## config.mk

```make
export PLATFORM = sky130hd
export DESIGN_NAME = dip_debounce
export DESIGN_NICKNAME = d
export VERILOG_FILES = /design/src/rtl/dip_debounce.sv
export SDC_FILE = /design/constraint.sdc
export NUM_CORES = 1
export LEC_CHECK = 0
export BUFFER_PORTS_ARGS = -buffer_cell sky130_fd_sc_hd__buf_2
export CAP_MARGIN = 20
export CORE_UTILIZATION = 53
export DETAILED_ROUTE_END_ITERATION = 7
export GPL_ROUTABILITY_DRIVEN = 0
export PLACE_DENSITY = 0.76
export SYNTH_ARGS = -nofsm -noshare
export SYNTH_HDL_FRONTEND = slang
export SYNTH_SLANG_ARGS = --single-unit
```

## constraint.sdc

```tcl
create_clock -name clk -period 1.6 [get_ports clk]
set_input_delay 0 -clock clk [delete_from_list [all_inputs] [get_ports clk]]
set_output_delay 0 -clock clk [all_outputs]
set_load 0.05 [all_outputs]
```

## src/rtl/dip_debounce.sv

```systemverilog
// -----------------------------------------------------------------------------
// dip_debounce
//
// Synchronises and debounces the raw DIP switch levels before they become the
// stepper-counter step value. Each bit is qualified against a tick derived from
// the rising edge of one shared timebase tap, so no private prescaler is needed.
//
// Parameters
//   NTAPS        width of the timebase tap bus
//   TAP_SEL      tap whose rising edge is the sample tick (< NTAPS)
//   STABLE_TICKS consecutive mismatching ticks needed to accept a new value (>= 1)
//   WIDTH        number of switch bits
//
// Ports
//   clk      in   system clock (clk_sys)
//   rst_n    in   asynchronous active-low reset
//   taps     in   timebase taps, synchronous to clk
//   raw      in   asynchronous switch levels, bit 0 = S1
//   val      out  debounced switch word, registered
//   changed  out  one-cycle pulse in the cycle val takes a new value
//   stable   out  high when every synchronised bit equals val and no count is pending
// -----------------------------------------------------------------------------
module dip_debounce #(
    parameter int NTAPS        = 7,
    parameter int TAP_SEL      = 3,
    parameter int STABLE_TICKS = 4,
    parameter int WIDTH        = 4
) (
    input  logic             clk,
    input  logic             rst_n,
    input  logic [NTAPS-1:0] taps,
    input  logic [WIDTH-1:0] raw,
    output logic [WIDTH-1:0] val,
    output logic             changed,
    output logic             stable
);

    localparam int            CW       = $clog2(STABLE_TICKS + 1);
    localparam logic [CW-1:0] CNT_LAST = CW'(STABLE_TICKS - 1);

    // Registered state
    logic [WIDTH-1:0]         s1_q;
    logic [WIDTH-1:0]         s2_q;
    logic                     tap_q;
    logic [WIDTH-1:0]         val_q;
    logic [WIDTH-1:0][CW-1:0] cnt_q;
    logic                     changed_q;
    logic                     stable_q;

    // Next-state values
    logic [WIDTH-1:0]         val_d;
    logic [WIDTH-1:0][CW-1:0] cnt_d;
    logic                     changed_d;
    logic                     stable_d;
    logic                     tick;

    // Only one tap feeds the filter; fold the rest so they are not left dangling.
    logic unused_taps;
    assign unused_taps = ^taps;

    // One-cycle tick on the rising edge of the selected tap. tap_q resets to 0,
    // so a tap already high right after reset release counts as a tick.
    assign tick = taps[TAP_SEL] & ~tap_q;

    // Per-bit filter. Returning to the accepted level always clears the count,
    // with or without a tick, which cancels any pending change.
    for (genvar gi = 0; gi < WIDTH; gi++) begin : g_bit
        logic mismatch;
        logic at_last;

        assign mismatch = s2_q[gi] ^ val_q[gi];
        assign at_last  = (cnt_q[gi] == CNT_LAST);

        assign val_d[gi] = (mismatch && tick && at_last) ? s2_q[gi] : val_q[gi];
        assign cnt_d[gi] = !mismatch ? '0 :
                           !tick     ? cnt_q[gi] :
                           at_last   ? '0 :
                                       cnt_q[gi] + CW'(1);
    end

    assign changed_d = |(val_d ^ val_q);

    // Uses current s2 against next val so stable drops one edge after s2 moves
    // (three edges after raw) and recovers on the accepting edge itself.
    assign stable_d  = (s2_q == val_d) && (cnt_d == '0);

    always_ff @(posedge clk or negedge rst_n) begin
        if (!rst_n) begin
            s1_q      <= '0;
            s2_q      <= '0;
            tap_q     <= 1'b0;
            val_q     <= '0;
            cnt_q     <= '0;
            changed_q <= 1'b0;
            stable_q  <= 1'b1;
        end else begin
            s1_q      <= raw;
            s2_q      <= s1_q;
            tap_q     <= taps[TAP_SEL];
            val_q     <= val_d;
            cnt_q     <= cnt_d;
            changed_q <= changed_d;
            stable_q  <= stable_d;
        end
    end

    assign val     = val_q;
    assign changed = changed_q;
    assign stable  = stable_q;

endmodule
```

# --- After elaboration in Yosys (flattened, before gate mapping) ---
# Cells that the tools add are included.
op_classes:
  add_sub_neg: 4
  eq_ne: 5
  muxes: 16
  bitwise_logic: 7
  reduce_logical: 11
ops:
  columns: ["op", "count"]
  rows:
  - ["$mux 3", 12]
  - ["$add 3x1->3 const B", 4]
  - ["$eq 3x2->1 const B", 4]
  - ["$logic_not 12->1", 1]
  - ["$logic_and 1x1->1", 9]
  - ["$eq 4x4->1", 1]
  - ["$mux 1", 4]
  - ["$reduce_or 4->1", 1]
  - ["$xor 1x1->1", 4]
  - ["$xor 4x4->4", 1]
  - ["$and 1x1->1", 1]
  - ["$not 1->1", 1]
word_totals:
  register_bits: 27
  input_bits: 13

# --- Depth between registers and ports, before layout ---
# Gate-level depths: netlist (run 1).
depth:
  ltp_word: 7
  depth_mapped: 6
  ltp_nobuf: 6

# --- Least setup slack after synthesis (run 1) ---
# No wires, ideal clock.
synth_path:
  path_kind: "reg2reg"
  from: "register val_q[3] (netlist: val[3])"
  to: "register stable_q (netlist: stable)"
  setup_time_ns: 0.062
  arrival_time_ns: 1.428
  required_time_ns: 1.538
  setup_slack_ns: 0.110
  path_stages_with_launch: 6
  path_buffers: 0
  period_less_slack_ns: 1.490
  path_cell_list: "dfrtp_1 > xor2_1 > a32oi_1 > o211ai_1 > nor4_2 > and3_1"
synth_between:
  elab_chain_cells: 6
synth_lines:
  columns: ["item", "line", "source"]
  rows:
  - ["start, declared", "45", "logic [WIDTH-1:0] val_q;"]
  - ["start signal, assigned", "100", "val_q <= val_d;"]
  - ["$xor 1x1->1", "71", "assign mismatch = s2_q[gi] ^ val_q[gi];"]
  - ["$logic_and 1x1->1 (2 in a row)", "74", "assign val_d[gi] = (mismatch && tick && at_last) ? s2_q[gi] : val_q[gi];"]
  - ["$mux 1", "74", null]
  - ["$eq 4x4->1", "85", "assign stable_d = (s2_q == val_d) && (cnt_d == '0);"]
  - ["$logic_and 1x1->1 (*)", "85", null]
  - ["net stable_d", "54", "logic stable_d;"]
  - ["end signal, assigned", "103", "stable_q <= stable_d;"]
  - ["end, declared", "48", "logic stable_q;"]
# The timed path passes the listed nets; every way through them passes the cells marked *.

# --- Worst setup path after layout (run 1) ---
layout_path:
  from: "register tap_q"
  to: "register stable_q (netlist: stable)"
layout_between:
  elab_chain_cells: 7
layout_lines:
  columns: ["item", "line", "source"]
  rows:
  - ["start, declared", "44", "logic tap_q;"]
  - ["start signal, assigned", "99", "tap_q <= taps[TAP_SEL];"]
  - ["$not 1->1 (*)", "63", "assign tick = taps[TAP_SEL] & ~tap_q;"]
  - ["$and 1x1->1 (*)", "63", null]
  - ["$logic_and 1x1->1 (2 in a row)", "74", null]
  - ["$mux 1", "74", null]
  - ["$eq 4x4->1", "85", null]
  - ["$logic_and 1x1->1 (*)", "85", null]
  - ["net stable_d", "54", null]
# Marks and branches as above.

==> results of run 1 <==
[critical path, cell delays in order (launching register included)]
cell      delay [ns]
dfrtp_1         0.45
nand3b_1        0.26
a32oi_1         0.29
o211ai_1        0.17
nor4_2          0.15
and3_1          0.18
[cell type report]
type,count,area (um2)
Multi-Input combinational cell,59,425
Fill cell,159,653
Tap cell,27,33.8
Timing Repair Buffer,21,143
Sequential cell,27,677
Inverter,1,3.75
Clock buffer,4,26.3
[what timing repair did]
item / 4_1_cts / 5_1_grt
buffers inserted: 0 / 1
endpoints found under the hold margin: 31 / 0
endpoints found under the setup margin: 0 / 1
resized for setup: 0 / 1
hold buffers: 6 / 0
[worst max-delay path by stage]
stage / end / slack [ns] / depth (start not counted)
5_1_grt: stable$_DFF_PN1_ / -0.08 / 5
6_report: stable$_DFF_PN1_ / 0.05 / 5
3_3_place_gp: stable$_DFF_PN1_ / 0.15 / 5
4_1_cts: stable$_DFF_PN1_ / 0.11 / 5
3_5_place_dp: stable$_DFF_PN1_ / 0.16 / 6
2_1_floorplan: stable$_DFF_PN1_ / 0.11 / 5
[routing by layer]
layer / GRT usage / share of wire / routed length, um
met5: 0 / 0 / 0
met4: 0.0944 / 0.020 / 36
met3: 0.0264 / 0.032 / 57
met2: 0.295 / 0.50 / 872
met1: 0.248 / 0.45 / 792
[state kept, by name, summed over array words and instances (netlist names)]
signal   flops
s1_q         4
tap_q        1
changed      1
stable       1
val          4
s2_q         4
cnt_q       12
[cells by family (layout without fill, tap and decap cells)]
group           Yosys count  after routing  synth area share
fa+ha+maj                 4              4            0.0448
mux                       5              5            0.0493
compound gates           10             10            0.0694
buf+inv                   2             26            0.0134
flops                    27             27             0.606
xor+xnor                  9              9            0.0705
simple gates             31             31             0.147
[where the power goes]
part	switching, mW	total, mW	internal (mW)	leakage, nW
clock network	0.178	0.276	0.0972	0.0150
logic	0.0962	0.161	0.0647	0.303
registers	0.0224	0.738	0.716	0.349
[cell usage after synthesis]
cell,instances
a21boi_2,3
a21oi_1,1
a22oi_1,1
a32oi_1,1
and3_1,4
buf_6,1
dfrtp_1,26
dfstp_2,1
ha_1,4
inv_1,1
mux2_1,4
mux2i_1,1
nand2_1,9
nand2b_1,2
nand3_1,2
nand3b_1,3
nand4bb_1,1
nor2_1,8
nor2b_1,1
nor4_2,1
o211ai_1,1
o21ai_0,2
o21ai_1,1
xnor2_1,5
xor2_1,4
==> results_dict.tcl, run 1 <==
set metrics [dict create \
    area_growth_pct 17.1 \
    synth_top_area_cell "dfrtp_1" \
    cts_num_sinks 27 \
    insertion_delay_ns 0.31 \
    fp.coreArea_um2 1960 \
    pre_cts_ws_ns 0.156 \
    fin_nets 130 \
    finalWorstSetupSlack_ns 0.0536 \
    dieArea_um2 2300 \
    slew_headroom 0.618 \
    grt_max_degree 28 \
    ant_nets 0 \
    clockBufferDepth 2 \
    r2r_setup_slack_ns 0.05 \
    drive_above_1_share 0.205 \
    startpoint_type "flop" \
    setup_violations 0 \
    cts_buffers 3 \
    crit_type "reg -> reg" \
    root_buffer "clkbuf_4" \
    worst_hold_slack_ns 0.197 \
    ys_seq_area_frac 0.606 \
    clk_pin_slew_ns 0.13 \
    timing.final.crit_period_ns 1.55 \
    fmax_mhz 647 \
    synth_seq_cells 27 \
    critPathRequiredTime_ns 1.86 \
    cts_tree "done" \
    r2r-end "stable$_DFF_PN1_" \
    fin_crit_sh 0.966 \
    place_area_um2 1210 \
    drt_wl_total_um 1760 \
    yosys_warnings 0 \
    first_pass_iters 4 \
    synth_cell_types 25 \
    synth_top_area_frac 0.582 \
    arrival_ns 1.81 \
    placed_cells 128 \
    yosys-top-cells-area "dfrtp_1, ha_1, mux2_1" \
    hpwl_um 1260 \
    run_status "finished clean" \
    grt_use_total 0.185 \
    grt-ovfl-total 0 \
    path_max_fanout 6 \
    r2r_cells 5 \
    port_buffers 12 \
    end_kind "flop" \
    worst_pin_slew_ns 0.573 \
    grt_pass1_wl_um 2860 \
    netlist_area_um2 1120 \
    htreeDepth 1 \
    final_area_um2 1310 \
    syn_inst 88 \
    drc_errors 0 \
    cellLeakagePower_nw 0.666 \
    avgRoutedWirePerCell_um 12.6 \
    r2r-start "tap_q$_DFF_PN0_" \
    std_cell_rows 16 \
    vias_per_cell 5.19 \
    antennaDiodeCount 0 \
    syn_nets 105 \
    peakVddDrop_mv 0.598 \
    hold_class "in -> async" \
    finalSetupTns_ns 0 \
    final_cells 139 \
    start_util 0.570 \
    final_cell_mix "dfrtp_1, buf_2, nand2_1" \
    rsz0062_at_grt "yes" \
    antenna_found_initial 0 \
    die_x_um 47.9 \
    final.setup_skew_ns 0.00548 \
    grt_pass1_vias 687 \
    avgSynthCellArea_um2 12.7 \
    io_pins 19 \
    drv_cap 0 \
    powerDensity_nw_per_um2 897 \
    power.total_mw 1.17 \
    utilization 0.667 \
    die-height_um 47.9 \
    slew_violations 0 \
    vias 722 \
    drt_iter0_markers 7 \
    layout_commonest_cell "dfrtp_1" \
    startpoint "tap_q$_DFF_PN0_" \
    finalHoldViolCount 0 \
]
(Power assumes the default switching activity.)
==> run 2: changes to the inputs <==
==> constraint.sdc (replaced) <==
create_clock -name clk -period 1.7 [get_ports clk]
set_input_delay 0 -clock clk [delete_from_list [all_inputs] [get_ports clk]]
set_output_delay 0 -clock clk [all_outputs]
set_load 0.05 [all_outputs]
==> results_dict.tcl, run 2 (synthesized netlist as in run 1, its figures left out) <==
set metrics [dict create \
    run_status "finished clean" \
    grt_pass1_wl_um 2860 \
    final_cells 138 \
    path_buf_inv 0 \
    cts_tree "done" \
    grt_max_degree 28 \
    insertion_delay_ns 0.31 \
    worst_hold_slack_ns 0.199 \
    port_buffers 12 \
    final_cell_mix "dfrtp_1, buf_2, nand2_1" \
    critPathRequiredTime_ns 1.96 \
    setup_violations 0 \
    drv_cap 0 \
    area_growth_pct 16.5 \
    die_x_um 47.9 \
    layout_commonest_cell "dfrtp_1" \
    drt_wl_total_um 1740 \
    cp_slowest_cell "dfrtp_1" \
    critPathTopFamily "simple AND/OR/NAND/NOR gates" \
    die-height_um 47.9 \
    path_max_fanout 6 \
    cts_buffers 3 \
    cpPeakStageDelay_ns 0.45 \
    combPwrFrac 0.136 \
    final_area_um2 1300 \
    grt_use_total 0.185 \
    switching_power_mw 0.281 \
    start_util 0.570 \
    place_area_um2 1210 \
    clockBufferDepth 2 \
    powerDensity_nw_per_um2 850 \
    power.total_mw 1.11 \
    ant_nets 0 \
    drt_iter0_markers 7 \
    final.setup_skew_ns 0.00560 \
    rsz0062_at_grt "no" \
    vias 724 \
    startpoint_type "flop" \
    slew_headroom 0.617 \
    hpwl_um 1260 \
    antenna_found_initial 0 \
    avgRoutedWirePerCell_um 12.6 \
    arrival_ns 1.75 \
    antennaDiodeCount 0 \
    grt_pass1_vias 687 \
    dieArea_um2 2300 \
    slew_violations 0 \
    fp.coreArea_um2 1960 \
    placed_cells 128 \
    htreeDepth 1 \
    clk_pin_slew_ns 0.13 \
    cellLeakagePower_nw 0.662 \
    drive_above_1_share 0.198 \
    p_int_mw 0.826 \
    p_seq_frac 0.628 \
    fin_crit_sh 0.873 \
    finalHoldViolCount 0 \
    largest_reg_flops 12 \
    drc_errors 0 \
    end_kind "flop" \
    grt-ovfl-total 0 \
    worst_pin_slew_ns 0.575 \
    first_pass_iters 4 \
    fmax_mhz 674 \
    timing.final.crit_period_ns 1.48 \
    regMostFlops "cnt_q" \
    hold_class "in -> async" \
    vias_per_cell 5.25 \
    peakVddDrop_mv 0.564 \
    crit_chain "nand3b_1, a32oi_1, o211ai_1, nor4_2, and3_1" \
    cts_num_sinks 27 \
    finalSetupTns_ns 0 \
    p_sw_frac 0.254 \
    crit_type "reg -> reg" \
    root_buffer "clkbuf_4" \
    std_cell_rows 16 \
    fin_nets 129 \
    io_pins 19 \
    clkPwrFrac 0.236 \
]
[run 2: cell count changes in the layout (fill, tap and decap cells not counted)]
cell	before	now
buf_4	3	2
o21ai_0	1	2
o21ai_1	2	1
[run 2: repair_timing]
item / 4_1_cts / 5_1_grt
endpoints found under the hold margin: 31 / 0
hold buffers: 6 / 0
setup endpoints to repair: 0 / 0
gates resized for setup: 0 / 0
setup buffers: 0 / 0
[run 2: stage by stage]
step           setup slack (ns)  utilization
6_report                  0.216        0.663
5_1_grt                  0.0517        0.663
4_1_cts                   0.207        0.663
3_5_place_dp              0.256        0.619
3_3_place_gp              0.244        0.619
2_1_floorplan             0.210            -
[run 2: worst reg2reg max path, stage by stage (launching register included)]
cell	delay [ns]
dfrtp_1	0.45
nand3b_1	0.26
a32oi_1	0.26
o211ai_1	0.14
nor4_2	0.14
and3_1	0.18
[run 2: area by class of cell]
cell class	instances	area [um2]
Clock buffer	4	26.3
Fill cell	160	661
Inverter	1	3.75
Multi-Input combinational cell	59	425
Sequential cell	27	677
Tap cell	27	33.8
Timing Repair Buffer	20	135
[run 2: per-layer routing]
layer  vias up  GRT usage  part of all wire
met2        25      0.295              0.49
met3         4     0.0264             0.049
met4         0     0.0944             0.017
met5         -          0                 0
met1       348      0.248              0.44
li1        347          -                 -
[run 2: path summary, 6_finish.rpt]
path | cells past startpoint | startpoint | slack (ns) | to
worst max-delay path | 5 | tap_q$_DFF_PN0_ | 0.22 | stable$_DFF_PN1_
worst min-delay path | 2 | rst_n | 0.20 | tap_q$_DFF_PN0_
worst max register to register | 5 | tap_q$_DFF_PN0_ | 0.22 | stable$_DFF_PN1_
worst min register to register | 0 | s1_q[2]$_DFF_PN0_ | 0.37 | s2_q[2]$_DFF_PN0_
max in group asynchronous | 2 | rst_n | 1.12 | s1_q[3]$_DFF_PN0_
min in group clk | 2 | raw[2] | 0.33 | s1_q[2]$_DFF_PN0_
[run 2: power groups by stage]
| stage | clock [mW] | sequential [mW] | combinational [mW] |
|---|---|---|---|
| 2_1_floorplan | 0 | 0.730 | 0.0725 |
| 3_3_place_gp | 0 | 0.705 | 0.138 |
| 3_5_place_dp | 0 | 0.707 | 0.140 |
| 4_1_cts | 0.266 | 0.695 | 0.152 |
| 5_1_grt | 0.292 | 0.699 | 0.166 |
| 6_report | 0.261 | 0.695 | 0.151 |
==> run 3: changes to the inputs <==
--- a/config.mk
+++ b/config.mk
@@ -7,10 +7,11 @@
 export LEC_CHECK = 0
 export BUFFER_PORTS_ARGS = -buffer_cell sky130_fd_sc_hd__buf_2
 export CAP_MARGIN = 20
-export CORE_UTILIZATION = 53
+export CORE_UTILIZATION = 56
+export CTS_BUF_LIST = sky130_fd_sc_hd__clkbuf_8
 export DETAILED_ROUTE_END_ITERATION = 7
 export GPL_ROUTABILITY_DRIVEN = 0
-export PLACE_DENSITY = 0.76
+export PLACE_DENSITY = 0.92
 export SYNTH_ARGS = -nofsm -noshare
 export SYNTH_HDL_FRONTEND = slang
 export SYNTH_SLANG_ARGS = --single-unit
==> results_dict.tcl, run 3 (synthesized netlist as in run 1, its figures left out) <==
set metrics [dict create \
    run_status "finished clean" \
    std_cell_rows 15 \
    powerDensity_nw_per_um2 902 \
    grt_util_met1 0.252 \
    drv_cap 0 \
    timing.final.crit_period_ns 1.52 \
    avgRoutedWirePerCell_um 14.0 \
    vias_per_cell 5.26 \
    cts_num_sinks 27 \
    root_buffer "clkbuf_8" \
    insertion_delay_ns 0.27 \
    fin_nets 129 \
    cpPeakStageDelay_ns 0.44 \
    critPathTopFamily "simple AND/OR/NAND/NOR gates" \
    first_pass_iters 4 \
    port_buffers 12 \
    regMostFlops "cnt_q" \
    cts_hold_buffers 6 \
    htreeDepth 1 \
    critPathRequiredTime_ns 1.91 \
    peakVddDrop_mv 0.561 \
    clk_pin_slew_ns 0.09 \
    finalSetupTns_ns 0 \
    pre_cts_ws_ns 0.194 \
    drt_wl_total_um 1910 \
    grt_pass1_vias 774 \
    antenna_found_initial 0 \
    grt_use_met2 0.342 \
    vias 716 \
    start_util 0.620 \
    startpoint_type "flop" \
    crit_type "reg -> reg" \
    area_growth_pct 17.9 \
    grt_pass1_wl_um 3100 \
    fp.coreArea_um2 1800 \
    end_kind "flop" \
    fin_crit_sh 0.896 \
    drive_above_1_share 0.198 \
    io_pins 19 \
    clockBufferDepth 2 \
    dieArea_um2 2180 \
    slew_headroom 0.618 \
    grt_use_total 0.211 \
    slew_violations 0 \
    post_cts_buffers 0 \
    drt_iter0_markers 20 \
    final_cell_mix "dfrtp_1, buf_2, nand2_1" \
    fmax_mhz 656 \
    final.setup_skew_ns 0.00470 \
    layout_commonest_cell "dfrtp_1" \
    hpwl_um 1390 \
    arrival_ns 1.74 \
    setup_violations 0 \
    path_buf_inv 0 \
    cts_resized 0 \
    die_x_um 46.7 \
    placed_cells 126 \
    rsz0062_at_grt "no" \
    ant_nets 0 \
    path_max_fanout 6 \
    top_usage_layer "met2" \
    final_cells 136 \
    grt-ovfl-total 0 \
    grt_use_met3 0.0431 \
    largest_reg_flops 12 \
    antennaDiodeCount 0 \
    cts_tree "done" \
    die-height_um 46.7 \
    fillers 121 \
    grt_max_degree 28 \
    cellLeakagePower_nw 0.674 \
    cp_slowest_cell "dfrtp_1" \
    finalHoldViolCount 0 \
    crit_chain "nand2b_1, mux2i_1, o211ai_1, nor4_2, and3_1" \
    hold_class "in -> async" \
    cts_buffers 3 \
    worst_pin_slew_ns 0.573 \
    finalWorstSetupSlack_ns 0.176 \
    drc_errors 0 \
]
==> run 3: metal layers <==
layer	wire [um]	share of wire	vias up
met5	0	0	-
met4	21	0.011	0
met3	74	0.039	4
met2	951	0.50	22
met1	863	0.45	342
li1	-	-	348
==> run 3: power by group <==
part / internal, mW / total, mW / switching [mW]
Sequential: 0.673 / 0.695 / 0.0219
Clock: 0.161 / 0.342 / 0.181
Combinational: 0.0607 / 0.152 / 0.0910
==> run 3: per-stage QoR <==
| step | hold slack, ns | power [mW] | utilization | cell area [um2] |
|---|---|---|---|---|
| after floorplan | -0.296 | 0.803 | - | 1120 |
| after CTS | 0.273 | 1.20 | 0.731 | 1320 |
| after global placement | 0.0192 | 0.842 | 0.673 | 1210 |
| final | 0.251 | 1.19 | 0.731 | 1320 |
| after global routing | 0.334 | 1.24 | 0.731 | 1320 |
| after detailed placement | 0.0265 | 0.850 | 0.673 | 1210 |
==> run 3: cell type report <==
type | count | area (um2) | area share
inverter | 1 | 3.75 | 0.00285
timing repair buffer | 20 | 135 | 0.103
tap | 25 | 31.3 | 0.0237
multi-input combinational | 59 | 425 | 0.323
clock buffer | 3 | 41.3 | 0.0313
clock inverter | 1 | 3.75 | 0.00285
sequential | 27 | 677 | 0.514
==> run 3: path summary, 6_finish.rpt <==
check	from	endpoint	slack, ns	cells after the start
max	tap_q$_DFF_PN0_	stable$_DFF_PN1_	0.18	5
min	rst_n	cnt_q[4]$_DFF_PN0_	0.25	2
max reg2reg	tap_q$_DFF_PN0_	stable$_DFF_PN1_	0.18	5
min reg2reg	s1_q[1]$_DFF_PN0_	s2_q[1]$_DFF_PN0_	0.36	0
max in group asynchronous	rst_n	cnt_q[1]$_DFF_PN0_	1.07	2
min in group clk	s1_q[1]$_DFF_PN0_	s2_q[1]$_DFF_PN0_	0.36	0
==> run 3: worst register-to-register path, cell delays in order, from the launching register on <==
cell	delay (ns)
dfrtp_1	0.44
nand2b_1	0.27
mux2i_1	0.30
o211ai_1	0.14
nor4_2	0.15
and3_1	0.19
